File: config.mk
export PLATFORM = sky130hd
export DESIGN_NAME = dmem_lsu
export DESIGN_NICKNAME = d
export VERILOG_FILES = /design/src/rtl/dmem_lsu_pkg.sv /design/src/rtl/dmem_lsu_lane.sv /design/src/rtl/dmem_lsu.sv
export SDC_FILE = /design/constraint.sdc
export NUM_CORES = 1
export LEC_CHECK = 0
export ABC_CLOCK_PERIOD_IN_PS = 4720
export CORE_ASPECT_RATIO = 1.75
export CORE_MARGIN = 1.5
export CORE_UTILIZATION = 44
export CTS_BUF_LIST = sky130_fd_sc_hd__clkbuf_8
export DETAILED_ROUTE_END_ITERATION = 16
export PLACE_DENSITY = 0.82
export SETUP_SLACK_MARGIN = 0.3
export SYNTH_ARGS = -nofsm -noshare
export SYNTH_HDL_FRONTEND = slang
export SYNTH_SLANG_ARGS = --single-unit
File: constraint.sdc
create_clock -name clk -period 4.72 [get_ports clk]
set_clock_uncertainty 0.2 [all_clocks]
set_input_delay 0.944 -clock clk [delete_from_list [all_inputs] [get_ports clk]]
set_output_delay 0.944 -clock clk [all_outputs]
set_load 0.05 [all_outputs]
File: src/rtl/dmem_lsu_pkg.sv
// Shared types for the data-memory load/store unit.
// Size codes, FSM state encoding and word geometry.
package dmem_lsu_pkg;

   localparam logic [1:0] SZ_BYTE = 2'b00;
   localparam logic [1:0] SZ_HALF = 2'b01;
   localparam logic [1:0] SZ_WORD = 2'b10;

   localparam int WORD_BYTES = 4;

   typedef enum logic [1:0] {
      IDLE = 2'b00,
      RD   = 2'b01,
      WR   = 2'b10,
      DONE = 2'b11
   } state_e;

endpackage

File: src/rtl/dmem_lsu_lane.sv
// Little-endian lane extract (loads) and lane merge (sub-word stores).
// Size code 2'b11 behaves as a word access.
module dmem_lsu_lane
   import dmem_lsu_pkg::*;
(
   input  logic [31:0] word_i,
   input  logic [31:0] wdata_i,
   input  logic [1:0]  addr_i,
   input  logic [1:0]  size_i,
   input  logic        sgn_i,
   output logic [31:0] ext_o,
   output logic [31:0] merged_o
);

   logic [7:0]  byte_w;
   logic [15:0] half_w;

   always_comb begin
      byte_w   = word_i[{addr_i, 3'b000} +: 8];
      half_w   = addr_i[1] ? word_i[31:16] : word_i[15:0];
      ext_o    = word_i;
      merged_o = wdata_i;
      unique case (1'b1)
         (size_i == SZ_BYTE): begin
            ext_o    = {{24{sgn_i & byte_w[7]}}, byte_w};
            merged_o = word_i;
            merged_o[{addr_i, 3'b000} +: 8] = wdata_i[7:0];
         end
         (size_i == SZ_HALF): begin
            ext_o    = {{16{sgn_i & half_w[15]}}, half_w};
            merged_o = word_i;
            if (addr_i[1]) merged_o[31:16] = wdata_i[15:0];
            else           merged_o[15:0]  = wdata_i[15:0];
         end
         default: ;
      endcase
   end

endmodule

File: src/rtl/dmem_lsu.sv
// CPU-side initiator for the word-only data memory (RMW for sb/sh).
// Define DMEM_ALIGN_CHECK_EN to flag misaligned half/word accesses.
module dmem_lsu
   import dmem_lsu_pkg::*;
#(
   parameter logic [31:0] BASE_ADDR = 32'h1001_0000,
   parameter int          MEM_WORDS = 2048
) (
   input  logic        clk,
   input  logic        rst,
   input  logic        cpu_req,
   input  logic        cpu_we,
   input  logic [1:0]  cpu_size,
   input  logic        cpu_signed,
   input  logic [31:0] cpu_addr,
   input  logic [31:0] cpu_wdata,
   output logic        cpu_busy,
   output logic        cpu_done,
   output logic [31:0] cpu_rdata,
   output logic        cpu_err,
   output logic        mem_write,
   output logic [31:0] mem_addr,
   output logic [31:0] mem_wdata,
   input  logic [31:0] mem_rdata
);

   localparam logic [31:0] SPAN = 32'(WORD_BYTES * MEM_WORDS);

   state_e      state_q;
   logic        we_q, sgn_q, busy_q, done_q, err_q;
   logic [1:0]  size_q, lane_q;
   logic [31:0] wdata_q, rdata_q, maddr_q, mwdata_q;

   logic [31:0] off_d;
   logic        mis_d, err_d;
   logic [31:0] ext_w, merged_w;

   assign off_d = cpu_addr - BASE_ADDR;

`ifdef DMEM_ALIGN_CHECK_EN
   assign mis_d = ((cpu_size == SZ_HALF) && cpu_addr[0]) ||
                  (cpu_size[1] && (cpu_addr[1:0] != 2'b00));
`else
   assign mis_d = 1'b0;
`endif

   assign err_d = mis_d || (off_d >= SPAN);

   dmem_lsu_lane u_lane (
      .word_i   (mem_rdata),
      .wdata_i  (wdata_q),
      .addr_i   (lane_q),
      .size_i   (size_q),
      .sgn_i    (sgn_q),
      .ext_o    (ext_w),
      .merged_o (merged_w)
   );

   always_ff @(posedge clk or posedge rst) begin
      if (rst) begin
         state_q  <= IDLE;
         we_q     <= 1'b0;
         sgn_q    <= 1'b0;
         size_q   <= 2'b00;
         lane_q   <= 2'b00;
         wdata_q  <= '0;
         busy_q   <= 1'b0;
         done_q   <= 1'b0;
         err_q    <= 1'b0;
         rdata_q  <= '0;
         maddr_q  <= '0;
         mwdata_q <= '0;
      end else begin
         unique case (state_q)
            IDLE: if (cpu_req) begin
               we_q     <= cpu_we;
               sgn_q    <= cpu_signed;
               size_q   <= cpu_size;
               lane_q   <= cpu_addr[1:0];
               wdata_q  <= cpu_wdata;
               maddr_q  <= {cpu_addr[31:2], 2'b00};
               mwdata_q <= cpu_wdata;
               busy_q   <= 1'b1;
               if (err_d) begin
                  state_q <= DONE;
                  done_q  <= 1'b1;
                  err_q   <= 1'b1;
               end else if (cpu_we && cpu_size[1]) begin
                  state_q <= WR;
               end else begin
                  state_q <= RD;
               end
            end
            RD: begin
               if (we_q) begin
                  mwdata_q <= merged_w;
                  state_q  <= WR;
               end else begin
                  rdata_q <= ext_w;
                  done_q  <= 1'b1;
                  state_q <= DONE;
               end
            end
            WR: begin
               done_q  <= 1'b1;
               state_q <= DONE;
            end
            DONE: begin
               done_q  <= 1'b0;
               err_q   <= 1'b0;
               busy_q  <= 1'b0;
               state_q <= IDLE;
            end
            default: state_q <= IDLE;
         endcase
      end
   end

   // Decoded from state only so an async reset kills a write instantly.
   assign mem_write = (state_q == WR);
   assign cpu_busy  = busy_q;
   assign cpu_done  = done_q;
   assign cpu_err   = err_q;
   assign cpu_rdata = rdata_q;
   assign mem_addr  = maddr_q;
   assign mem_wdata = mwdata_q;

endmodule

==> impl_metrics.ini <==
[outcome]
status = complete, no violations

[detailed_routing]
first_pass_iters = 5
via_per_inst = 6.05
post_drt_wl_per_cell_um = 22.0
vias = 6265
drt_iter0_drc = 461
drcViolationCount = 0
routed_wl_um = 22800
antenna_left = 0

[cts]
clkSinkCount = 137
cts_hold_buf = 0
cts_buffers = 17
cts_resized = 0
path_clk_slew_ns = 0.08
cts_tree = built
post_cts_buffers = 0
cts_buffer_depth = 2
clockRootBuffer = clkbuf_8
cts-htree-levels = 4
clock_latency_ns = 0.45

[yosys]
async_flop_share = 1.00
syn_area_per_cell_sq_um = 10.5
seq_area_frac_synth = 0.500
synth_top_cell_area_share = 0.500
ys.flop_type = dfrtp_1
netlist_instances = 654
synth-edff-count = 0
yosysTopAreaCell = dfrtp_1
yosysMostFrequentCell = dfrtp_1
synth_area_sq_um = 6860
synthTopCellsByCount = 137 x dfrtp_1, 76 x mux2_2, 70 x nand2_1
yosysUniqueCellTypes = 55
yosysWarnings = 0
ys_ff_latch = 137
netlist_top_cells_area = dfrtp_1 50%, mux2_2 12%, o21ai_0 4.6%

[power]
p_per_area_nw_per_um2 = 867
ir_drop_v = 0.000537
fin_total_pwr_mw = 8.19
leakagePower_nw = 3.90

[layout]
n_antenna_cell = 0
multi_input_area_sq_um = 3160
syn2layout_area_growth_pct = 37.7
seq_area_sq_um = 3430
drive_above_1_share = 0.153
fin_nets = 950
stdcell_area_sq_um = 9450
n_fill_cell = 1291

[worst_hold_path]
min_to = mem_wdata[2]$_DFFE_PP0P_
holdCritPathClass = reg -> reg
min_from = mem_wdata[2]$_DFFE_PP0P_
hold_depth = 2

[timing]
setup-violations-final = 0
tightest_slew_ns = 1.13
rsz0062_at_grt = false
finalCritPeriodShare = 0.657
relSlewSlack = 0.248
period_needed_ns = 3.10
finalMaxSlewViolations = 0
max_freq_mhz = 322
fin_setup_tns_ns = 0
hold_viol_final = 0
whs_ns = 0.284

[critical_path]
cp_max_fo = 4
reg2reg_depth = 8
critPathKind = reg -> out
arrival_ns = 1.96
cp.required_ns = 3.58
end_kind = output pin
r2r_slack_ns = 1.69
crit-reg2reg-launch = state_q[1]$_DFFE_PP0P_
start_kind = flop
r2r-end = mem_wdata[1]$_DFFE_PP0P_

[global_routing]
overflow = 0
grt_max_degree = 54
grt_usage = 0.282
antenna_found_initial = 0
grt_pass1_wl_um = 35100
grt_pass1_vias = 6315

[place]
globalplace.congestion = 0.938
hpwl_um = 16500
postPlaceCellArea_sq_um = 8990
io_buffers = 200

[floorplanning]
core_area_sq_um = 15300
die_h_um = 168
die-area_sq_um = 16400
initial_core_util = 0.448
fp.dieW_um = 97.4
rows = 60
ioPinCount = 203

[job]
cap_violations = 0
[how the worst max path moves through the flow]
| stage | start | to | cells past startpoint |
|---|---|---|---|
| global route | state_q[1]$_DFFE_PP0P_ | mem_wdata[27]$_DFFE_PP0P_ | 8 |
| CTS | state_q[0]$_DFFE_PP0P_ | mem_write | 3 |
| floorplan | rst | cpu_busy$_DFFE_PP0P_ | 1 |
| global placement | cpu_req | mem_wdata[29]$_DFFE_PP0P_ | 5 |
| finish | state_q[0]$_DFFE_PP0P_ | mem_write | 3 |
| detailed placement | cpu_req | mem_wdata[1]$_DFFE_PP0P_ | 5 |
[flip-flops by register name (all words and copies together), names as in the netlist]
signal     flops
wdata_q       32
cpu_err        1
cpu_done       1
mem_addr      30
sgn_q          1
state_q        2
size_q         2
mem_wdata     32
we_q           1
cpu_busy       1
cpu_rdata     32
lane_q         2
[cells in the final DEF (no fill, tap or decap), drive strengths merged, types with 9 or more instances in the layout]
cell type and n:
clkbuf 19, nor2 32, o21ai 65, ha 9, a221oi 20, a21oi 38, inv 12, mux2i 10
mux2 76, nor3 15, clkdlybuf4s50 200, dfrtp 137, buf 13, nand2 70, nand3 20, and3 10
[stage by stage]
step,util,cells,setup slack (ns)
floorplan,-,655,1.87
global placement,0.587,1005,1.32
detailed placement,0.587,1005,1.23
CTS,0.617,1036,1.60
global route,0.617,1036,1.45
finish,0.617,1036,1.62
[worst max-delay path, stage by stage, from the launching register on]
cell,delay [ns]
dfrtp_1,0.43
inv_1,0.10
ha_1,0.18
clkdlybuf4s50_1,0.81
[area by class of cell]
type,count,share of cell area
Clock buffer,19,0.0277
Clock inverter,12,0.0209
Inverter,12,0.00516
Multi-Input combinational cell,457,0.334
Sequential cell,137,0.363
Tap cell,186,0.0246
Timing Repair Buffer,213,0.225
[cell families (layout without fill, tap and decap cells)]
logic type                 count (synthesis)  in the layout  synth area share
AOI/OAI and AO/OA                        178            178             0.169
adders and majority gates                  9              9            0.0164
buffers and inverters                     61            256            0.0416
DFF                                      137            137             0.500
muxes                                     87             87             0.143
other                                      1              2          0.000547
and+or+nand+nor                          181            181             0.130
[routing by layer]
metal / GRT usage / wire length (um) / vias to the layer above
met5: 0 / 0 / -
met4: 0.206 / 1820 / 0
met3: 0.0772 / 1560 / 104
met2: 0.480 / 11700 / 340
met1: 0.296 / 7690 / 3061
li1: - / - / 2760
[power by group]
part	leakage (nW)	internal [mW]	switching [mW]
Clock	0.233	0.654	0.468
Sequential	1.61	1.79	0.490
Combinational	2.06	1.70	3.09
No activity file was read; power rests on OpenSTA's default activity.
==> patch (same flow settings) <==
Put one more register stage on the output `cpu_rdata`, cleared by the reset. The value now appears one clock later. The other outputs are not delayed to match.
--- a/src/rtl/dmem_lsu.sv
+++ b/src/rtl/dmem_lsu.sv
@@ -122,5 +122,11 @@
    assign cpu_done  = done_q;
    assign cpu_err   = err_q;
-   assign cpu_rdata = rdata_q;
+   always_ff @(posedge clk or posedge rst) begin
+      if (rst) begin
+         cpu_rdata <= '0;
+      end else begin
+         cpu_rdata <= rdata_q;
+      end
+   end
    assign mem_addr  = maddr_q;
    assign mem_wdata = mwdata_q;
Function: changed (Yosys sat finds a counterexample within 4 cycles, from zero or initial values and one cycle with rst high).
==> patch against the unedited design <==
Via count rose by 6.2%. Setup slack worse by 0.026 ns. Register-to-register slack improved by 0.08 ns. Global-route usage shrank 2.8 points. Sequential cell count rose by 32. Critical path depth is the same. Area after synthesis increased by 16%. Die area is 15% higher. Total power rose by 6.8%. Cell area rose by 11%. Core utilization decreased by 2.2 points. Routed wire length increased by 4.1%.
==> patch: results (changes against the unedited design) <==
Non-clk buf share = 20.52% (-2.0 points)
Vias = 6651 (+6.2%)
Area contributors post-synth = dfrtp_1, mux2_2, a221oi_1
Hold Path Cell Cnt = 0 (-2)
CP arrival = 1.99 ns (+0.03 ns)
Buffers outside the clock class = 215 (+0.94%)
Multi-input gate area = 3408 sq um (+8.0%)
Synth cell types = 49 (-11%)
Run status = completed
Largest net degree at the start of global routing = 50 (-7.4%)
Count of nets after finishing = 979 (+3.1%)
Grt met2 use = 44.21% (-3.8 points)
Register area = 4230 sq um (+23%)
Most frequent cells after synthesis = dfrtp_1, mux2_2, nor2_1, nor3_1, a221oi_1
Synthesized instance count = 685 (+4.7%)
Sequential cell power = 0.00278 W (+22%)
# clk buffers = 18 (-1)
Met3 Resource Use GR = 4.978% (-2.7 points)
Routability cong. = 0.9354 (-0.31%)
R2R depth = 7 (-1)
Pint = 0.004467 W (+8.0%)
Clock latency on the worst-skew pair = 0.47 ns (+0.02 ns)
Slew headroom = 21.94% (-2.9 points)
Inst Count DP = 1079 (+7.4%)
First-pass GRT wire length = 36830 um (+4.8%)
Detailed Route WL = 23710 um (+4.1%)
Layout cells sized above 1 = 17.61% (+2.3 points)
Clk. pwr = 0.000974 W (-13%)
Clock slew at reported path FFs = 0.11 ns (+0.03 ns)
Pre-CTS WS = 1.209 ns (-0.02302 ns)
Clock tree cell share of total cell area = 3.447% (-1.4 points)
Initial DRC Count = 516 (+12%)
Comb_multi_in = 452 (-1.1%)
Via-to-Cell Ratio = 5.986 (-1.0%)
Peak VDD IR = 0.5524 mV (+2.9%)
Sequential-to-total area share from yosys stat = 53.24% (+3.3 points)
==> patch: cell count changes in the layout (fill, tap and decap cells not counted), sizes merged, moves of 6 or more <==
| cell | change |
|---|---|
| a2111oi | -8 |
| a21boi | -6 |
| a221oi | +18 |
| a22o | +18 |
| a31oi | +7 |
| and3 | -8 |
| dfrtp | +32 |
| inv | +6 |
| mux4 | +7 |
| nand2 | -35 |
| nand3 | -8 |
| nor2 | +25 |
| nor3 | +25 |
| o21ai | -42 |
==> patch: metrics by stage <==
stage | total power (W) | cell area, sq um
6_report | 0.008748 | 10490
5_1_grt | 0.009182 | 10490
4_1_cts | 0.008745 | 10490
3_5_place_dp | 0.007762 | 10130
3_3_place_gp | 0.007659 | 10130
2_1_floorplan | 0.006176 | 7951
==> patch: final timing paths <==
| kind | startpoint | end | slack [ns] |
|---|---|---|---|
| max | state_q[0] | mem_write | 1.59 |
| min | rdata_q[3] | cpu_rdata[3] | 0.16 |
| max in group asynchronous | rst | mem_wdata[27] | 2.68 |
| min reg2reg | rdata_q[3] | cpu_rdata[3] | 0.16 |
| max reg2reg | state_q[1] | mem_wdata[17] | 1.77 |
| min in group asynchronous | rst | wdata_q[5] | 0.79 |
==> patch: cells by family after synthesis <==
group / share of synthesized area [%]
buf+inv: 4.001
compound gates: 14.68
fa+ha+maj: 1.418
mux: 15.03
flops: 53.24
simple gates: 11.59
other cells: 0.04721
==> patch: critical path, stage by stage, from the launching register on <==
cell and delay (ns):
dfrtp_1 0.43, inv_1 0.09, ha_1 0.19, clkdlybuf4s50_1 0.81
==> patch: layer usage <==
layer	routed length, um	vias to the layer above
li1	-	2921
met1	8247	3270
met2	12250	371
met3	1649	89
met4	1564	0
met5	0	-
